### config.mk
export PLATFORM = sky130hd
export DESIGN_NAME = vl_result_collector
export DESIGN_NICKNAME = d
export VERILOG_FILES = /design/src/rtl/vl_result_collector_pkg.sv /design/src/rtl/vrc_fifo2.sv /design/src/rtl/vl_result_collector.sv
export SDC_FILE = /design/constraint.sdc
export NUM_CORES = 1
export LEC_CHECK = 0
export ABC_AREA = 1
export CAP_MARGIN = 15
export CORE_ASPECT_RATIO = 0.6
export CORE_UTILIZATION = 54
export CTS_CLUSTER_SIZE = 24
export DETAILED_ROUTE_END_ITERATION = 10
export GPL_TIMING_DRIVEN = 0
export PLACE_DENSITY = 0.88
export SYNTH_ARGS = -nofsm -noshare
export SYNTH_HDL_FRONTEND = slang
export SYNTH_HIERARCHICAL = 1
export SYNTH_SLANG_ARGS = --single-unit
### constraint.sdc
create_clock -name clk_i -period 22.2 [get_ports clk_i]
set_input_delay 2.22 -clock clk_i [delete_from_list [all_inputs] [get_ports clk_i]]
set_output_delay 2.22 -clock clk_i [all_outputs]
set_load 0.02 [all_outputs]
### src/rtl/vl_result_collector_pkg.sv
// Shared vector-core definitions: collector state encoding and the last-beat
// lane mask rule that both the sending lanes and the collector rely on.
package vl_result_collector_pkg;

   typedef enum logic [1:0] {
      ST_IDLE    = 2'd0,
      ST_COLLECT = 2'd1,
      ST_DRAIN   = 2'd2,
      ST_DONE    = 2'd3
   } vrc_state_e;

   // Lane 'lane' is valid on the final beat when vl mod lanes is zero (full beat)
   // or the lane index is below that remainder.
   function automatic logic lane_in_last_mask(input logic [31:0] vl,
                                              input int unsigned lanes,
                                              input int unsigned lane);
      logic [31:0] vl_mod;
      vl_mod = vl & (lanes - 32'd1);
      return (vl_mod == 32'd0) || (lane < vl_mod);
   endfunction

endpackage

### src/rtl/vrc_fifo2.sv
// Two-entry synchronous FIFO with full/empty flags; read data comes straight
// from the storage registers so it is stable while the head entry waits.
module vrc_fifo2 #(
   parameter int WIDTH = 8
) (
   input  logic             clk_i,
   input  logic             rst_i,
   input  logic             push_i,
   input  logic [WIDTH-1:0] data_i,
   input  logic             pop_i,
   output logic [WIDTH-1:0] data_o,
   output logic             full_o,
   output logic             empty_o
);

   logic [WIDTH-1:0] mem [2];
   logic             wr_ptr_reg;
   logic             rd_ptr_reg;
   logic [1:0]       count_reg;
   logic             do_push;
   logic             do_pop;

   assign full_o  = (count_reg == 2'd2);
   assign empty_o = (count_reg == 2'd0);

   // A push into a full FIFO is legal only when the head leaves in the same cycle.
   assign do_push = push_i && (!full_o || pop_i);
   assign do_pop  = pop_i && !empty_o;

   always_ff @(posedge clk_i) begin
      if (rst_i) begin
         wr_ptr_reg <= 1'b0;
         rd_ptr_reg <= 1'b0;
         count_reg  <= 2'd0;
      end else begin
         if (do_push) wr_ptr_reg <= ~wr_ptr_reg;
         if (do_pop)  rd_ptr_reg <= ~rd_ptr_reg;
         case ({do_push, do_pop})
            2'b10:   count_reg <= count_reg + 2'd1;
            2'b01:   count_reg <= count_reg - 2'd1;
            default: count_reg <= count_reg;
         endcase
      end
   end

   always_ff @(posedge clk_i) begin
      if (do_push) mem[wr_ptr_reg] <= data_i;
   end

   assign data_o = mem[rd_ptr_reg];

endmodule

### src/rtl/vl_result_collector.sv
// Collects per-lane result beats for one vector instruction, checks each valid
// mask against vl, and emits a strobe-qualified stream plus done/error status.
module vl_result_collector
   import vl_result_collector_pkg::*;
#(
   parameter int VLANE_NUM       = 8,
   parameter int MAX_VL_PER_LANE = 256,
   parameter int DATA_WIDTH      = 32
) (
   input  logic                                       clk_i,
   input  logic                                       rst_i,
   input  logic                                       start_i,
   input  logic [$clog2(VLANE_NUM*MAX_VL_PER_LANE)-1:0] vl_i,
   input  logic [VLANE_NUM-1:0]                       lane_valid_i,
   input  logic [VLANE_NUM*DATA_WIDTH-1:0]            lane_data_i,
   output logic                                       lane_ready_o,
   output logic                                       out_valid_o,
   output logic [VLANE_NUM*DATA_WIDTH-1:0]            out_data_o,
   output logic [VLANE_NUM-1:0]                       out_strb_o,
   output logic                                       out_last_o,
   input  logic                                       out_ready_i,
   output logic                                       busy_o,
   output logic                                       done_o,
   output logic                                       err_o
);

   localparam int VL_W    = $clog2(VLANE_NUM*MAX_VL_PER_LANE);
   localparam int LANE_W  = $clog2(VLANE_NUM);
   localparam int BEAT_W  = $clog2(MAX_VL_PER_LANE + 1);
   localparam int BUS_W   = VLANE_NUM*DATA_WIDTH;
   localparam int ENTRY_W = BUS_W + VLANE_NUM + 1;

   vrc_state_e           state_reg, state_next;
   logic [BEAT_W-1:0]    total_beats_reg, total_beats_next;
   logic [BEAT_W-1:0]    beat_cnt_reg, beat_cnt_next;
   logic [VLANE_NUM-1:0] last_mask_reg, last_mask_next;
   logic                 err_reg, err_next;

   logic [VL_W-LANE_W-1:0] vl_div;
   logic [LANE_W-1:0]      vl_mod;
   logic [BEAT_W-1:0]      total_beats_calc;
   logic [VLANE_NUM-1:0]   last_mask_calc;

   logic                 is_final_beat;
   logic [VLANE_NUM-1:0] exp_mask;
   logic                 beat_accept;

   logic               fifo_push;
   logic               fifo_pop;
   logic [ENTRY_W-1:0] fifo_din;
   logic [ENTRY_W-1:0] fifo_dout;
   logic               fifo_full;
   logic               fifo_empty;

   assign vl_div           = vl_i[VL_W-1:LANE_W];
   assign vl_mod           = vl_i[LANE_W-1:0];
   assign total_beats_calc = BEAT_W'(vl_div) + BEAT_W'(vl_mod != '0);

   for (genvar gi = 0; gi < VLANE_NUM; gi++) begin : g_last_mask
      assign last_mask_calc[gi] = lane_in_last_mask(32'(vl_i), VLANE_NUM, gi);
   end

   assign is_final_beat = (beat_cnt_reg == total_beats_reg - BEAT_W'(1));
   assign exp_mask      = is_final_beat ? last_mask_reg : '1;
   assign lane_ready_o  = (state_reg == ST_COLLECT) && !fifo_full;
   assign beat_accept   = lane_ready_o && (lane_valid_i != '0);

   always_ff @(posedge clk_i) begin
      if (rst_i) begin
         state_reg       <= ST_IDLE;
         total_beats_reg <= '0;
         beat_cnt_reg    <= '0;
         last_mask_reg   <= '0;
         err_reg         <= 1'b0;
      end else begin
         state_reg       <= state_next;
         total_beats_reg <= total_beats_next;
         beat_cnt_reg    <= beat_cnt_next;
         last_mask_reg   <= last_mask_next;
         err_reg         <= err_next;
      end
   end

   always_comb begin
      state_next       = state_reg;
      total_beats_next = total_beats_reg;
      beat_cnt_next    = beat_cnt_reg;
      last_mask_next   = last_mask_reg;
      err_next         = err_reg;
      case (state_reg)
         ST_IDLE: begin
            if (start_i) begin
               total_beats_next = total_beats_calc;
               last_mask_next   = last_mask_calc;
               beat_cnt_next    = '0;
               err_next         = 1'b0;
               state_next       = (vl_i == '0) ? ST_DONE : ST_COLLECT;
            end
            // Stray lane traffic with no instruction open is always a protocol error.
            if (lane_valid_i != '0) err_next = 1'b1;
         end
         ST_COLLECT: begin
            if (beat_accept) begin
               if (lane_valid_i != exp_mask) err_next = 1'b1;
               beat_cnt_next = beat_cnt_reg + BEAT_W'(1);
               if (is_final_beat) state_next = ST_DRAIN;
            end
         end
         ST_DRAIN: begin
            if (lane_valid_i != '0) err_next = 1'b1;
            if (fifo_empty) state_next = ST_DONE;
         end
         ST_DONE: begin
            state_next = ST_IDLE;
         end
         default: begin
            state_next = ST_IDLE;
         end
      endcase
   end

   // The strobe is what vl implies, never the received mask, so a bad sender
   // cannot widen the write.
   assign fifo_push = beat_accept;
   assign fifo_din  = {lane_data_i, exp_mask, is_final_beat};
   assign fifo_pop  = out_valid_o && out_ready_i;

   vrc_fifo2 #(
      .WIDTH (ENTRY_W)
   ) u_fifo (
      .clk_i   (clk_i),
      .rst_i   (rst_i),
      .push_i  (fifo_push),
      .data_i  (fifo_din),
      .pop_i   (fifo_pop),
      .data_o  (fifo_dout),
      .full_o  (fifo_full),
      .empty_o (fifo_empty)
   );

   assign out_valid_o = !fifo_empty;
   assign out_data_o  = fifo_empty ? '0 : fifo_dout[ENTRY_W-1 -: BUS_W];
   assign out_strb_o  = fifo_empty ? '0 : fifo_dout[VLANE_NUM:1];
   assign out_last_o  = !fifo_empty && fifo_dout[0];

   assign busy_o = (state_reg != ST_IDLE);
   assign done_o = (state_reg == ST_DONE);
   assign err_o  = err_reg;

endmodule
* Yosys cells after proc, flatten, opt, wreduce, memory -nomap -nowiden *
Memories as Yosys holds them, arrays and structs flattened. A register that Yosys moved wholly into a read port is not among the register bits.
Cells that the tools add are included.

word-level totals
  logic and storage cells = 93
  memories = 1
  bits in writable memories = 530
  input bits = 279
  flip-flop bits (word level) = 33

memory list
  memory      depth  bits a word  read ports  clocked after memory_dff  wr ports  RTL line         RTL
  u_fifo.mem  2      265          1           1                         1         vrc_fifo2.sv:16  logic [WIDTH-1:0] mem [2];

cells by class
  reductions and logical operators = 31
  magnitude comparators = 8
  equality and inequality tests = 15
  bitwise logic cells = 2
  $add $sub $neg = 5
  mux-type cells = 23

operator list
  cell                                               count
  2-to-1 mux 256 bit                                 1
  logical NOT 32 bit                                 1
  2-to-1 mux 9 bit                                   2
  one-hot mux 9 bit (2 select lines)                 1
  2-to-1 mux 8 bit                                   2
  < comparator 3 bit, first input constant           4
  logical NOT 11 bit                                 1
  2-to-1 mux 2 bit                                   5
  adder 8 x 1 -> 9 bit                               1
  adder 9 x 1 -> 9 bit, second input constant        1
  equality test 9 bit                                1
  logical OR 1 bit                                   9
  2-to-1 mux 1 bit                                   9
  subtractor 9 x 1 -> 9 bit, second input constant   1
  equality test 2 bit, second input constant         4
  != test 2 bit, second input constant               4
  != test 8 bit                                      1
  one-hot mux 2 bit (4 select lines)                 1
  nonzero test 8 bit                                 1
  logical AND 1 bit                                  6
  < comparator 1 x 3 -> 1 bit, first input constant  2
  < comparator 2 x 3 -> 1 bit, first input constant  2
  nonzero test 2 bit                                 3
  nonzero test 3 bit                                 2
  other kinds (14)                                   19

* Depth between registers and ports, before layout *
Gate-level depths: netlist of run 1.

  depth after elaboration = 7
  gate-level depth with buffers = 19
  gate-level depth less buffers = 19

* By module *
The synthesis of run 1 kept the hierarchy.

modules (own cells, without submodules)
  module               instances  sequential area each (sq um)  area each (sq um)  cells an instance
  vrc_fifo2            1          16,015.4                      19,464.9           863
  vl_result_collector  1          580.6                         4,245.3            891

* Least setup slack after synthesis of run 1 *
OpenSTA, ideal clock, no wires.

  kind = input to register
  start = input port lane_valid_i[5]
  end = memory u_fifo/mem[0][0] in the netlist's numbering (enable)
  path buffers = 0
  slack = 7.683 ns
  stages on the path = 6
  data arrival time = 13.622 ns
  required time = 21.305 ns
  cell sequence = nor2_1 > nand4_1 > nand2_1 > inv_1 > nand2_1 > nor2_1

between the ends
  longest elaborated chain between the ends = 5

ends and longest elaborated chain
  item                                    RTL line                   RTL
  from (decl)                             vl_result_collector.sv:14  input logic [VLANE_NUM-1:0] lane_valid_i,
  nonzero test 8 bit                      vl_result_collector.sv:66  assign beat_accept = lane_ready_o && (lane_valid_i != '0);
  logical AND 1 bit                       vl_result_collector.sv:66
  named net beat_accept                   vl_result_collector.sv:46  logic beat_accept;
  logical AND 1 bit                       vrc_fifo2.sv:27            assign do_push = push_i && (!full_o || pop_i);
  2-to-1 mux 1 bit                        vrc_fifo2.sv:47            if (do_push) mem[wr_ptr_reg] <= data_i;
  2-to-1 mux 1 bit (implied by the code)  vrc_fifo2.sv:47
  to (decl)                               vrc_fifo2.sv:16

The timed path passes the listed nets, and every way through them passes these cells.

* Final worst setup path of run 1 *
  start = register u_fifo.count_reg[1]
  end = output port out_data_o[107]

between the ends
  longest elaborated chain between the ends = 2

ends and longest elaborated chain
  item                    RTL line                    RTL
  from (decl)             vrc_fifo2.sv:19             logic [1:0] count_reg;
  from (signal assigned)  vrc_fifo2.sv:39             2'b10: count_reg <= count_reg + 2'd1;
  from (signal assigned)  vrc_fifo2.sv:40             2'b01: count_reg <= count_reg - 2'd1;
  from (signal assigned)  vrc_fifo2.sv:41             default: count_reg <= count_reg;
  logical NOT 2 bit       vrc_fifo2.sv:24             assign empty_o = (count_reg == 2'd0);
  named net fifo_empty    vl_result_collector.sv:53   logic fifo_empty;
  2-to-1 mux 256 bit      vl_result_collector.sv:142  assign out_data_o = fifo_empty ? '0 : fifo_dout[ENTRY_W-1 -: BUS_W];
  to (decl)               vl_result_collector.sv:18   output logic [VLANE_NUM*DATA_WIDTH-1:0] out_data_o,

The timed path passes the listed nets, and every way through them passes these cells.

==> impl_results.md, run 1 <==
* Syn avg cell area at 13.5 um^2
* RSZ-0062 raised after global routing: no
* Clock power frac at 0.227
* Std cell rows at 59
* Arr. time, crit path at 3.88 ns
* Initial drt markers at 1322
* Final ANT Viol Nets at 0
* GR Util All Layers at 0.265
* Mapped cell area at 23700 um^2
* Layout cells sized above 1 at 0.171
* Pint at 2.46 mW
* First-pass DRT Iterations at 7
* Number of global-route vias before repair at 15757
* Post-synthesis simple-gate area fraction at 0.0812
* Die X at 273 um
* Hold WC Path Type: register to register
* Synth Net Count at 2042
* Largest area contributor in the netlist: edfxtp_1
* Clock Path Buffers at 3
* Crit end category: output port
* Tightest Pin Transition at 0.980 ns
* Gpl congestion at 0.908
* Max Cap Violations at 0
* Clk_lat worst skew at 0.57 ns
* Sequential share of power at 0.395
* Switching Share at 0.339
* Vias per inst at 5.18
* Ys flop type: edfxtp_1
* TritonCTS clock tree: done
* Largest net degree at the start of global routing at 118
* Via count at 15476
* Hold Vio Cnt, Final at 0
* Combinational Power Share at 0.379
* Num ports at 549
* Crit Path Category: register to output port
* Die Height at 164 um
* Synthesized flop and latch total at 564
* Post-Synthesis Cells at 1754
* Final Util at 0.734
* Post-synth top area share at 0.671
* Final Max Tran Viols at 0
* Fmax at 0.164 GHz
* First-pass GRT wire length at 89.6 mm
* DP Wirelength at 43.8 mm
* P_sw at 1.26 mW
* Routed wire length at 61.6 mm
* Layout Skew at 0.0353 ns
* Hold_buf cts at 0
* Main combinational cell family by area after synthesis: multiplexers
* Register area share after synthesis at 0.700
* Die footprint at 44800 um^2
* PD cells at 117 nW/um^2
* Core Box Area at 43300 um^2
* Final setup fails at 0
* Leading post-synthesis cells by cell area: edfxtp_1, mux2_2, inv_1, nor2_1, dfxtp_1
* Status: completed
* Post-CTS sizing at 0
* Crit path required time at 19.98 ns
* XOR/XNOR Fraction of Synth Area at 0.00406
* Period utilization at 0.275
* CTS Root Cell: clkbuf_16
* Max_slew headroom at 0.347
* Setup tns final at 0 ns
* Adder-cell share of the synthesized area at 0.00475
* Startpoint types: register
* Number of flops mapped to enable cells by yosys at 530
* Htree depth at 2
* Total grt overflow at 0
* Clk slew on worst S/H paths at 0.06 ns
* Crit Path Max Fanout at 10
* PortBufs at 548
* Post-synthesis compound-gate area fraction at 0.0126
* Fill cell count at 2628
* Max FFs per register at 530
* Mux share of post-synthesis cell area at 0.126
* Post-CTS Setup Bufs at 0
* Fraction of registers with async set/reset at 0
* Clock sinks at 564
* Initial Utilization at 0.547
* P_leak at 11.9 nW
* Synth-to-Final Area Change at 34.1%
* Initial antenna violation count at 2
* Final #Nets at 2655
* Tmin final at 6.10 ns
* Drt wl/cell at 20.6 um
* DRC errors left at 0
* Cell variety after synth at 36
* CTS buffer count at 51
* Yosys warning count at 6
* Worst VDD drop at 0.0854 mV
[path summary, 6_finish.rpt]
kind	cells past startpoint	end	startpoint	slack (ns)
worst max-delay path	6	out_data_o[107]	u_fifo/count_reg[1]	16.10
worst min-delay path	2	last_mask_reg[0]	last_mask_reg[0]	0.47
worst max register to register	12	u_fifo/mem[0][77]	u_fifo/count_reg[1]	18.81
worst min register to register	2	last_mask_reg[0]	last_mask_reg[0]	0.47
[kinds of logic (layout without fill, tap and decap cells)]
family | count (synthesis) | after routing
simple gates | 454 | 454
xor+xnor | 11 | 11
flops | 564 | 564
compound gates | 55 | 55
mux | 265 | 265
buf+inv | 396 | 1051
fa+ha+maj | 9 | 9
other cells | 0 | 1
[power groups by stage]
stage | registers, mW | clock network (mW) | logic (mW)
6_report | 1.47 | 0.844 | 1.41
5_1_grt | 1.48 | 0.899 | 1.50
4_1_cts | 1.47 | 0.856 | 1.41
3_5_place_dp | 1.49 | 0 | 1.40
3_3_place_gp | 1.64 | 0 | 1.31
2_1_floorplan | 1.58 | 0 | 0.752
[cell usage in the layout, fill, tap and decap left out, types with 8 or more instances in the layout]
master / Yosys / routed
clkdlybuf4s50_1: 0 / 548
edfxtp_1: 530 / 530
inv_1: 323 / 322
nor2_1: 310 / 309
mux2_2: 265 / 265
nand2_1: 79 / 79
clkbuf_16: 0 / 52
clkbuf_1: 34 / 46
dfxtp_1: 34 / 34
buf_6: 28 / 28
a21oi_1: 26 / 26
o21ai_0: 17 / 17
nand3_1: 15 / 15
clkinv_1: 2 / 15
nand4_1: 11 / 11
clkinv_2: 0 / 11
ha_1: 9 / 9
inv_2: 8 / 8
buf_12: 0 / 8
[metrics by stage]
| stage | hold WS, ns | std cells | cell area [um^2] | setup slack, ns | power (mW) |
|---|---|---|---|---|---|
| 3_5_place_dp | 0.459 | 2893 | 30200 | 16.61 | 2.89 |
| 4_1_cts | 0.467 | 2988 | 31800 | 15.99 | 3.74 |
| 3_3_place_gp | 0.446 | 2881 | 29900 | 0.914 | 2.95 |
| 2_1_floorplan | 0.436 | 1754 | 23700 | 7.68 | 2.33 |
| 5_1_grt | 0.497 | 2989 | 31800 | 15.83 | 3.88 |
| 6_report | 0.474 | 2989 | 31800 | 16.10 | 3.72 |
[area by class of cell]
type | count | area, um^2 | area share
Inverter | 333 | 1260 | 0.0396
Clock buffer | 64 | 1350 | 0.0423
Timing Repair Buffer | 560 | 5760 | 0.181
Clock inverter | 31 | 236 | 0.00744
Tap cell | 579 | 724 | 0.0228
Antenna cell | 1 | 2.50 | 0.0000787
Multi-Input combinational cell | 794 | 5420 | 0.171
Sequential cell | 564 | 16600 | 0.522
Buffer | 63 | 448 | 0.0141
[Yosys cell counts (2+ instances only)]
cell / instances
a211oi_1: 2
a21oi_1: 26
buf_6: 28
clkbuf_1: 34
clkinv_1: 2
dfxtp_1: 34
edfxtp_1: 530
ha_1: 9
inv_1: 323
inv_2: 8
mux2_2: 265
nand2_1: 79
nand2_2: 5
nand3_1: 15
nand3_2: 7
nand4_1: 11
nor2_1: 310
nor2_2: 7
nor2_4: 2
nor2_8: 2
nor3_1: 4
nor3_2: 3
nor3b_1: 5
nor4_1: 3
o21ai_0: 17
o21ai_1: 4
xnor2_1: 7
xor2_1: 4
[metal layers]
layer / GRT usage / up-vias / wire length (um)
met5: 0 / - / 13
met4: 0.103 / 2 / 2370
met3: 0.0512 / 161 / 3970
met2: 0.467 / 660 / 31800
met1: 0.323 / 7518 / 23400
li1: - / 7135 / -
[critical path, stage by stage (launching register included)]
cell and delay (ns):
dfxtp_1 0.35, nor2_1 0.17, clkbuf_1 0.47, clkbuf_1 0.79, clkbuf_1 0.73, nor2_1 0.16
clkdlybuf4s50_1 0.66
No activity file was read; power rests on OpenSTA's default activity.
==> run 2: changes to the inputs <==
--- a/config.mk
+++ b/config.mk
@@ -8,11 +8,11 @@
 export ABC_AREA = 1
 export CAP_MARGIN = 15
 export CORE_ASPECT_RATIO = 0.6
-export CORE_UTILIZATION = 54
+export CORE_UTILIZATION = 46
 export CTS_CLUSTER_SIZE = 24
 export DETAILED_ROUTE_END_ITERATION = 10
 export GPL_TIMING_DRIVEN = 0
-export PLACE_DENSITY = 0.88
+export PLACE_DENSITY = 0.8
 export SYNTH_ARGS = -nofsm -noshare
 export SYNTH_HDL_FRONTEND = slang
 export SYNTH_HIERARCHICAL = 1
==> constraint.sdc (replaced) <==
create_clock -name clk_i -period 5.1 [get_ports clk_i]
set_input_delay 0.51 -clock clk_i [delete_from_list [all_inputs] [get_ports clk_i]]
set_output_delay 0.51 -clock clk_i [all_outputs]
set_load 0.02 [all_outputs]
==> run 2 against run 1 <==
  * Count of clock-buffer cells in the layout shrank 4
  * Register-to-register slack lost 17 ns
  * Hold slack gained 0.0043 ns
  * Final area grew 2.0%
  * Global-route usage shrank 4.6 points
  * Worst setup slack lost 15 ns
  * Sequential cell count is the same
  * Critical endpoint is now out_data_o[106]
  * Largest power group unchanged
==> impl_results.md, run 2 (synthesized netlist as in run 1, its figures left out) <==
* P_sw at 5.54 mW (+340%)
* First-pass GRT wire length at 87.0 mm (-2.9%)
* Hold Vio Cnt, Final at 0 (unchanged)
* DP Wirelength at 43.7 mm (-0.20%)
* Clk_lat worst skew at 0.60 ns (+0.03 ns)
* Period utilization at 0.789
* Total grt overflow at 0 (unchanged)
* Most frequent cell on the critical path: clkbuf_1
* Sequential share of power at 0.381 (-0.014)
* Initial Utilization at 0.466 (-0.0816)
* Crit path required time at 4.59 ns (-15.39 ns)
* P_leak at 12.1 nW (+1.6%)
* RSZ-0062 raised after global routing: no
* Clock sinks at 564 (unchanged)
* Switching Share at 0.331 (-0.00829)
* CTS buffer count at 53 (+3.9%)
* Arr. time, crit path at 3.51 ns (-0.37 ns)
* Layout Skew at 0.0207 ns (-0.0147 ns)
* Post-CTS Setup Bufs at 0 (unchanged)
* Startpoint types: register
* Total power at 16.7 mW (+350%)
* Vias per inst at 4.82 (-6.9%)
* Drt wl/cell at 19.2 um (-7.0%)
* Largest net degree at the start of global routing at 41 (-65%)
* WHS Endpoint: last_mask_reg[6]
* Worst Path Buf+Inv at 4 (unchanged)
* Hold WC Path Type: register to register
* Layout cells sized above 1 at 0.187 (+0.0158)
* GR Util All Layers at 0.218 (-0.0464)
* CTS Root Cell: clkbuf_16
* Worst VDD drop at 0.333 mV (+290%)
* Hold Path Depth at 2 (unchanged)
* DRC errors left at 0 (unchanged)
* Clk slew on worst S/H paths at 0.07 ns (about the same)
* Routed wire length at 59.7 mm (-3.0%)
* Via count at 15022 (-2.9%)
* Htree depth at 2 (unchanged)
* Crit path largest cell delay at 0.81 ns (+0.02 ns)
* TritonCTS clock tree: done
* Pint at 11.2 mW (+360%)
* Clock power frac at 0.254 (+0.027)
* Initial antenna violation count at 6 (+4)
* Crit end category: output port
* Die footprint at 52500 um^2 (+17%)
* Number of global-route vias before repair at 15358 (-2.5%)
* Reg-to-reg startpoint: u_fifo/count_reg[0]
* Final ANT Viol Nets at 0 (unchanged)
* Worst path cell trace: nor2_2 > clkbuf_2 > clkbuf_1 > clkbuf_1 > nor2_1 > clkdlybuf4s50_1
* Max FFs per register at 530 (unchanged)
* Commonest non-fill, non-tap cell in the layout: clkdlybuf4s50_1
* Final #Nets at 2662 (+0.26%)
* Crit Path Category: register to output port
* Max_slew headroom at 0.313 (-0.0341)
* R2R depth at 11 (-1)
* Num ports at 549 (unchanged)
* Synth-to-Final Area Change at 36.7%
* Std cell rows at 64 (+8.5%)
* Die X at 295 um (+8.3%)
* Gpl congestion at 0.863 (-4.9%)
* Status: completed
* Fmax at 0.249 GHz
* R2R Setup Slk at 2.17 ns (-16.64 ns)
* Crit Path Max Fanout at 10 (unchanged)
* Hold_ws at 0.478 ns (+0.00429 ns)
* Hold_buf cts at 0 (unchanged)
* Die Height at 178 um (+8.2%)
* Max Cap Violations at 0 (unchanged)
* Combinational Power Share at 0.364 (-0.015)
* Tightest Pin Transition at 1.03 ns (+0.0512 ns)
* Tmin final at 4.02 ns
* Post-CTS sizing at 0 (unchanged)
* PD cells at 516 nW/um^2 (+340%)
* Initial drt markers at 984 (-26%)
* PortBufs at 548 (unchanged)
* Final setup fails at 0 (unchanged)
* Core Box Area at 50900 um^2 (+18%)
* Most frequent cells in the layout: clkdlybuf4s50_1, edfxtp_1, inv_1
* Min-delay src: last_mask_reg[6]
* Delay-heaviest family, CP: buffers and inverters
* First-pass DRT Iterations at 5 (-2)
* Worst path slowest cell: clkbuf_1
* Worst r2r dst: u_fifo/mem[1][223]
* Clock Path Buffers at 3 (unchanged)
* Final Max Tran Viols at 0 (unchanged)
==> run 2: power groups by stage <==
stage | Clock (mW) | Sequential [mW] | Combinational (mW)
6_report | 4.26 | 6.38 | 6.10
5_1_grt | 4.54 | 6.45 | 6.53
4_1_cts | 4.35 | 6.38 | 6.14
3_5_place_dp | 0 | 6.48 | 6.09
3_3_place_gp | 0 | 6.70 | 5.74
2_1_floorplan | 0 | 6.57 | 3.31
==> run 2: routing by layer <==
layer | global-route usage | wire length (um) | vias to the layer above
met4 | 0.0894 | 2170 | 2
met5 | 0 | 7 | -
met2 | 0.373 | 30100 | 436
li1 | - | - | 7156
met3 | 0.0458 | 3350 | 118
met1 | 0.270 | 24100 | 7310
==> run 2: how the worst max path moves through the flow <==
stage	from	endpoint	slack, ns	cells past startpoint
detailed placement	u_fifo/count_reg[0]	out_data_o[106]	1.57	6
global placement	lane_valid_i[1]	u_fifo/mem[1][220]	-3.35	7
finish	u_fifo/count_reg[0]	out_data_o[106]	1.08	6
CTS	u_fifo/count_reg[0]	out_data_o[106]	0.93	6
global route	u_fifo/count_reg[0]	out_data_o[106]	0.86	6
floorplan	lane_valid_i[1]	u_fifo/mem[1][0]	-0.30	6
==> run 2: final cells by class <==
class | instances | area, um^2
fill | 3739 | 18500
sequential | 564 | 16600
timing repair buffer | 565 | 5840
multi-input combinational | 794 | 5470
clock buffer | 60 | 1420
inverter | 333 | 1260
tap | 693 | 867
clock inverter | 40 | 499
buffer | 63 | 459
antenna | 5 | 12.5
==> run 2: worst min-delay path: cells and delay by family, from the launching register on <==
family	cells	cell delay, ns
simple gates	1	0.06
flops	1	0.32
compound gates	1	0.06
==> run 2: metrics by stage <==
stage / instance area (um^2) / worst slack, ns / utilization / std cells / setup TNS, ns
global route: 32400 / 0.858 / 0.636 / 3116 / 0
finish: 32400 / 1.08 / 0.637 / 3117 / 0
CTS: 32400 / 0.926 / 0.636 / 3112 / 0
floorplan: 23800 / -0.302 / - / 1754 / -145.50
detailed placement: 30500 / 1.57 / 0.599 / 3012 / 0
global placement: 30100 / -3.35 / 0.592 / 2995 / -1662.95
==> run 3: changes to the inputs <==
==> constraint.sdc (replaced) <==
create_clock -name clk_i -period 3.67 [get_ports clk_i]
set_input_delay 0.367 -clock clk_i [delete_from_list [all_inputs] [get_ports clk_i]]
set_output_delay 0.367 -clock clk_i [all_outputs]
set_load 0.02 [all_outputs]
==> run 3 against run 2 <==
  * Sequential power rose by 39%
  * Core utilization fell by 0.16 points
  * Worst setup slack worse by 0.84 ns
  * Non-clock buffer count rose by 1
  * Total power is 38% higher
  * Die area is the same
  * Cell count about the same
  * Hold slack lost 0.14 ns
  * Critical path type unchanged
  * Largest power group unchanged
==> impl_results.md, run 3 (synthesized netlist as in run 1, its figures left out) <==
* Clock power frac at 0.247 (-0.007)
* Combinational Power Share at 0.369 (+0.005)
* GR Util All Layers at 0.221 (+0.00282)
* RSZ-0062 raised after global routing: no
* Largest net degree at the start of global routing at 41 (unchanged)
* Max_slew headroom at 0.512 (+0.199)
* R2R Setup Slk at 0.47 ns (-1.70 ns)
* Arr. time, crit path at 3.06 ns (-0.45 ns)
* Vias per inst at 4.88 (+1.2%)
* Layout Skew at 0.0249 ns (+0.00426 ns)
* TritonCTS clock tree: done
* Min-delay src: lane_data_i[178]
* Clock Path Buffers at 3 (unchanged)
* Reg-to-reg startpoint: u_fifo/count_reg[1]
* Post-CTS Setup Bufs at 0 (unchanged)
* Crit Path Max Fanout at 10 (unchanged)
* Crit end category: output port
* Final worst slack at 0.241 ns (-0.837 ns)
* Worst path slowest cell: clkdlybuf4s50_1
* Clk slew on worst S/H paths at 0.07 ns (about the same)
* Layout cells sized above 1 at 0.186 (-0.00165)
* DRC errors left at 0 (unchanged)
* Total grt overflow at 0 (unchanged)
* Synth-to-Final Area Change at 36.4%
* Routed wire length at 60.3 mm (+0.90%)
* Tmin final at 3.43 ns
* Crit path required time at 3.30 ns (-1.29 ns)
* Num ports at 549 (unchanged)
* PD cells at 714 nW/um^2 (+38%)
* Die footprint at 52500 um^2 (unchanged)
* Final Max Tran Viols at 0 (unchanged)
* Fmax at 0.292 GHz
* First-pass DRT Iterations at 5 (unchanged)
* Initial drt markers at 980 (-0.41%)
* DP Wirelength at 43.4 mm (-0.68%)
* CTS buffer count at 54 (+1.9%)
* Commonest non-fill, non-tap cell in the layout: clkdlybuf4s50_1
* Total power at 23.1 mW (+38%)
* Crit path largest cell delay at 0.61 ns (-0.20 ns)
* Sequential share of power at 0.384 (+0.003)
* Startpoint types: register
* Core Box Area at 50900 um^2 (unchanged)
* Initial antenna violation count at 7 (+1)
* Final setup fails at 0 (unchanged)
* Hold Path Depth at 1 (-1)
* PortBufs at 548 (unchanged)
* DP Worst Slack at 0.217 ns (-1.36 ns)
* Worst path cell trace: nor2_2 > clkbuf_2 > clkbuf_2 > clkbuf_1 > nor2_1 > clkdlybuf4s50_1
* Htree depth at 2 (unchanged)
* Std cell rows at 64 (unchanged)
* Period utilization at 0.934
* Clock sinks at 564 (unchanged)
* Switching Share at 0.335 (+0.00350)
* Worst VDD drop at 0.400 mV (+20%)
* Max Cap Violations at 0 (unchanged)
* Die Height at 178 um (unchanged)
* Drt wl/cell at 19.3 um (+0.83%)
* Max FFs per register at 530 (unchanged)
* Die X at 295 um (unchanged)
* Final #Nets at 2664 (+0.075%)
* Final ANT Viol Nets at 0 (unchanged)
* CTS Root Cell: clkbuf_16
* Hold_buf cts at 0 (unchanged)
* Most frequent cells in the layout: clkdlybuf4s50_1, edfxtp_1, inv_1
* Hold Vio Cnt, Final at 0 (unchanged)
* WHS Endpoint: u_fifo/mem[0][187]
* Hold_ws at 0.342 ns (-0.136 ns)
* R2R depth at 12 (+1)
* Crit Path Category: register to output port
* P_leak at 12.0 nW (-0.35%)
* Number of global-route vias before repair at 15663 (+2.0%)
* Via count at 15213 (+1.3%)
* P_sw at 7.72 mW (+39%)
* Status: completed
* Pint at 15.4 mW (+37%)
* First-pass GRT wire length at 88.0 mm (+1.2%)
* Gpl congestion at 0.876 (+1.5%)
* Most frequent cell on the critical path: clkbuf_2
* Tightest Pin Transition at 0.730 ns (-0.301 ns)
* Worst r2r dst: u_fifo/mem[0][75]
* Hold WC Path Type: primary input to register
* Clk_lat worst skew at 0.60 ns (about the same)
* Initial Utilization at 0.466 (unchanged)
==> run 3: changes by cell type in the layout (fill, tap and decap cells not counted), sizes merged <==
| cell | previous run | this run |
|---|---|---|
| diode | 5 | 7 |
| bufinv | 9 | 7 |
| clkbuf | 94 | 97 |
| buf | 46 | 47 |
| clkinvlp | 4 | 5 |
| clkinv | 26 | 23 |
==> run 3: how the worst max path moves through the flow <==
stage,endpoint,from
final,out_data_o[131],u_fifo/count_reg[0]
after global routing,out_data_o[127],u_fifo/count_reg[0]
after CTS,out_data_o[205],u_fifo/count_reg[0]
after detailed placement,out_data_o[102],u_fifo/count_reg[0]
after global placement,u_fifo/mem[1][219],lane_valid_i[1]
after floorplan,u_fifo/mem[1][0],u_fifo/count_reg[0]
==> run 3: worst max-delay path, delay by kind of cell (launching register included) <==
| kind | cells | cell delay (ns) |
|---|---|---|
| buf+inv | 4 | 1.88 |
| flops | 1 | 0.35 |
| simple gates | 2 | 0.25 |
==> run 3: repair_timing <==
action                                  in CTS  in global routing
resized for setup                            2                  4
endpoints found under the setup margin     100                 61
cloned                                       0                  0
==> run 3: layout make-up <==
class | instances | area, um^2
buffer | 63 | 464
tap | 693 | 867
timing repair buffer | 566 | 5870
sequential | 564 | 16600
antenna | 7 | 17.5
fill | 3772 | 18600
clock buffer | 63 | 1400
multi-input combinational | 794 | 5460
clock inverter | 36 | 407
inverter | 333 | 1260
==> run 3: through the flow <==
step,setup TNS (ns),std cells,instance area [um^2],util
detailed placement,0,3013,30500,0.599
global placement,-2316.06,2995,30100,0.592
finish,0,3119,32300,0.635
floorplan,-902.38,1754,23800,-
CTS,0,3112,32300,0.635
global route,0,3118,32300,0.635
==> run 3: power groups by stage <==
| stage | combinational [mW] | sequential (mW) | clock, mW |
|---|---|---|---|
| after floorplan | 4.60 | 9.13 | 0 |
| after global placement | 7.60 | 9.02 | 0 |
| after detailed placement | 8.50 | 9.00 | 0 |
| after CTS | 8.58 | 8.87 | 5.82 |
| after global routing | 9.10 | 8.96 | 6.07 |
| final | 8.51 | 8.87 | 5.70 |
==> run 3: routing by layer <==
layer / up-vias / wire length (um) / track usage
li1: 7161 / - / -
met1: 7464 / 24000 / 0.271
met2: 464 / 30700 / 0.385
met3: 124 / 3550 / 0.0422
met4: 0 / 2060 / 0.0898
met5: - / 0 / 0
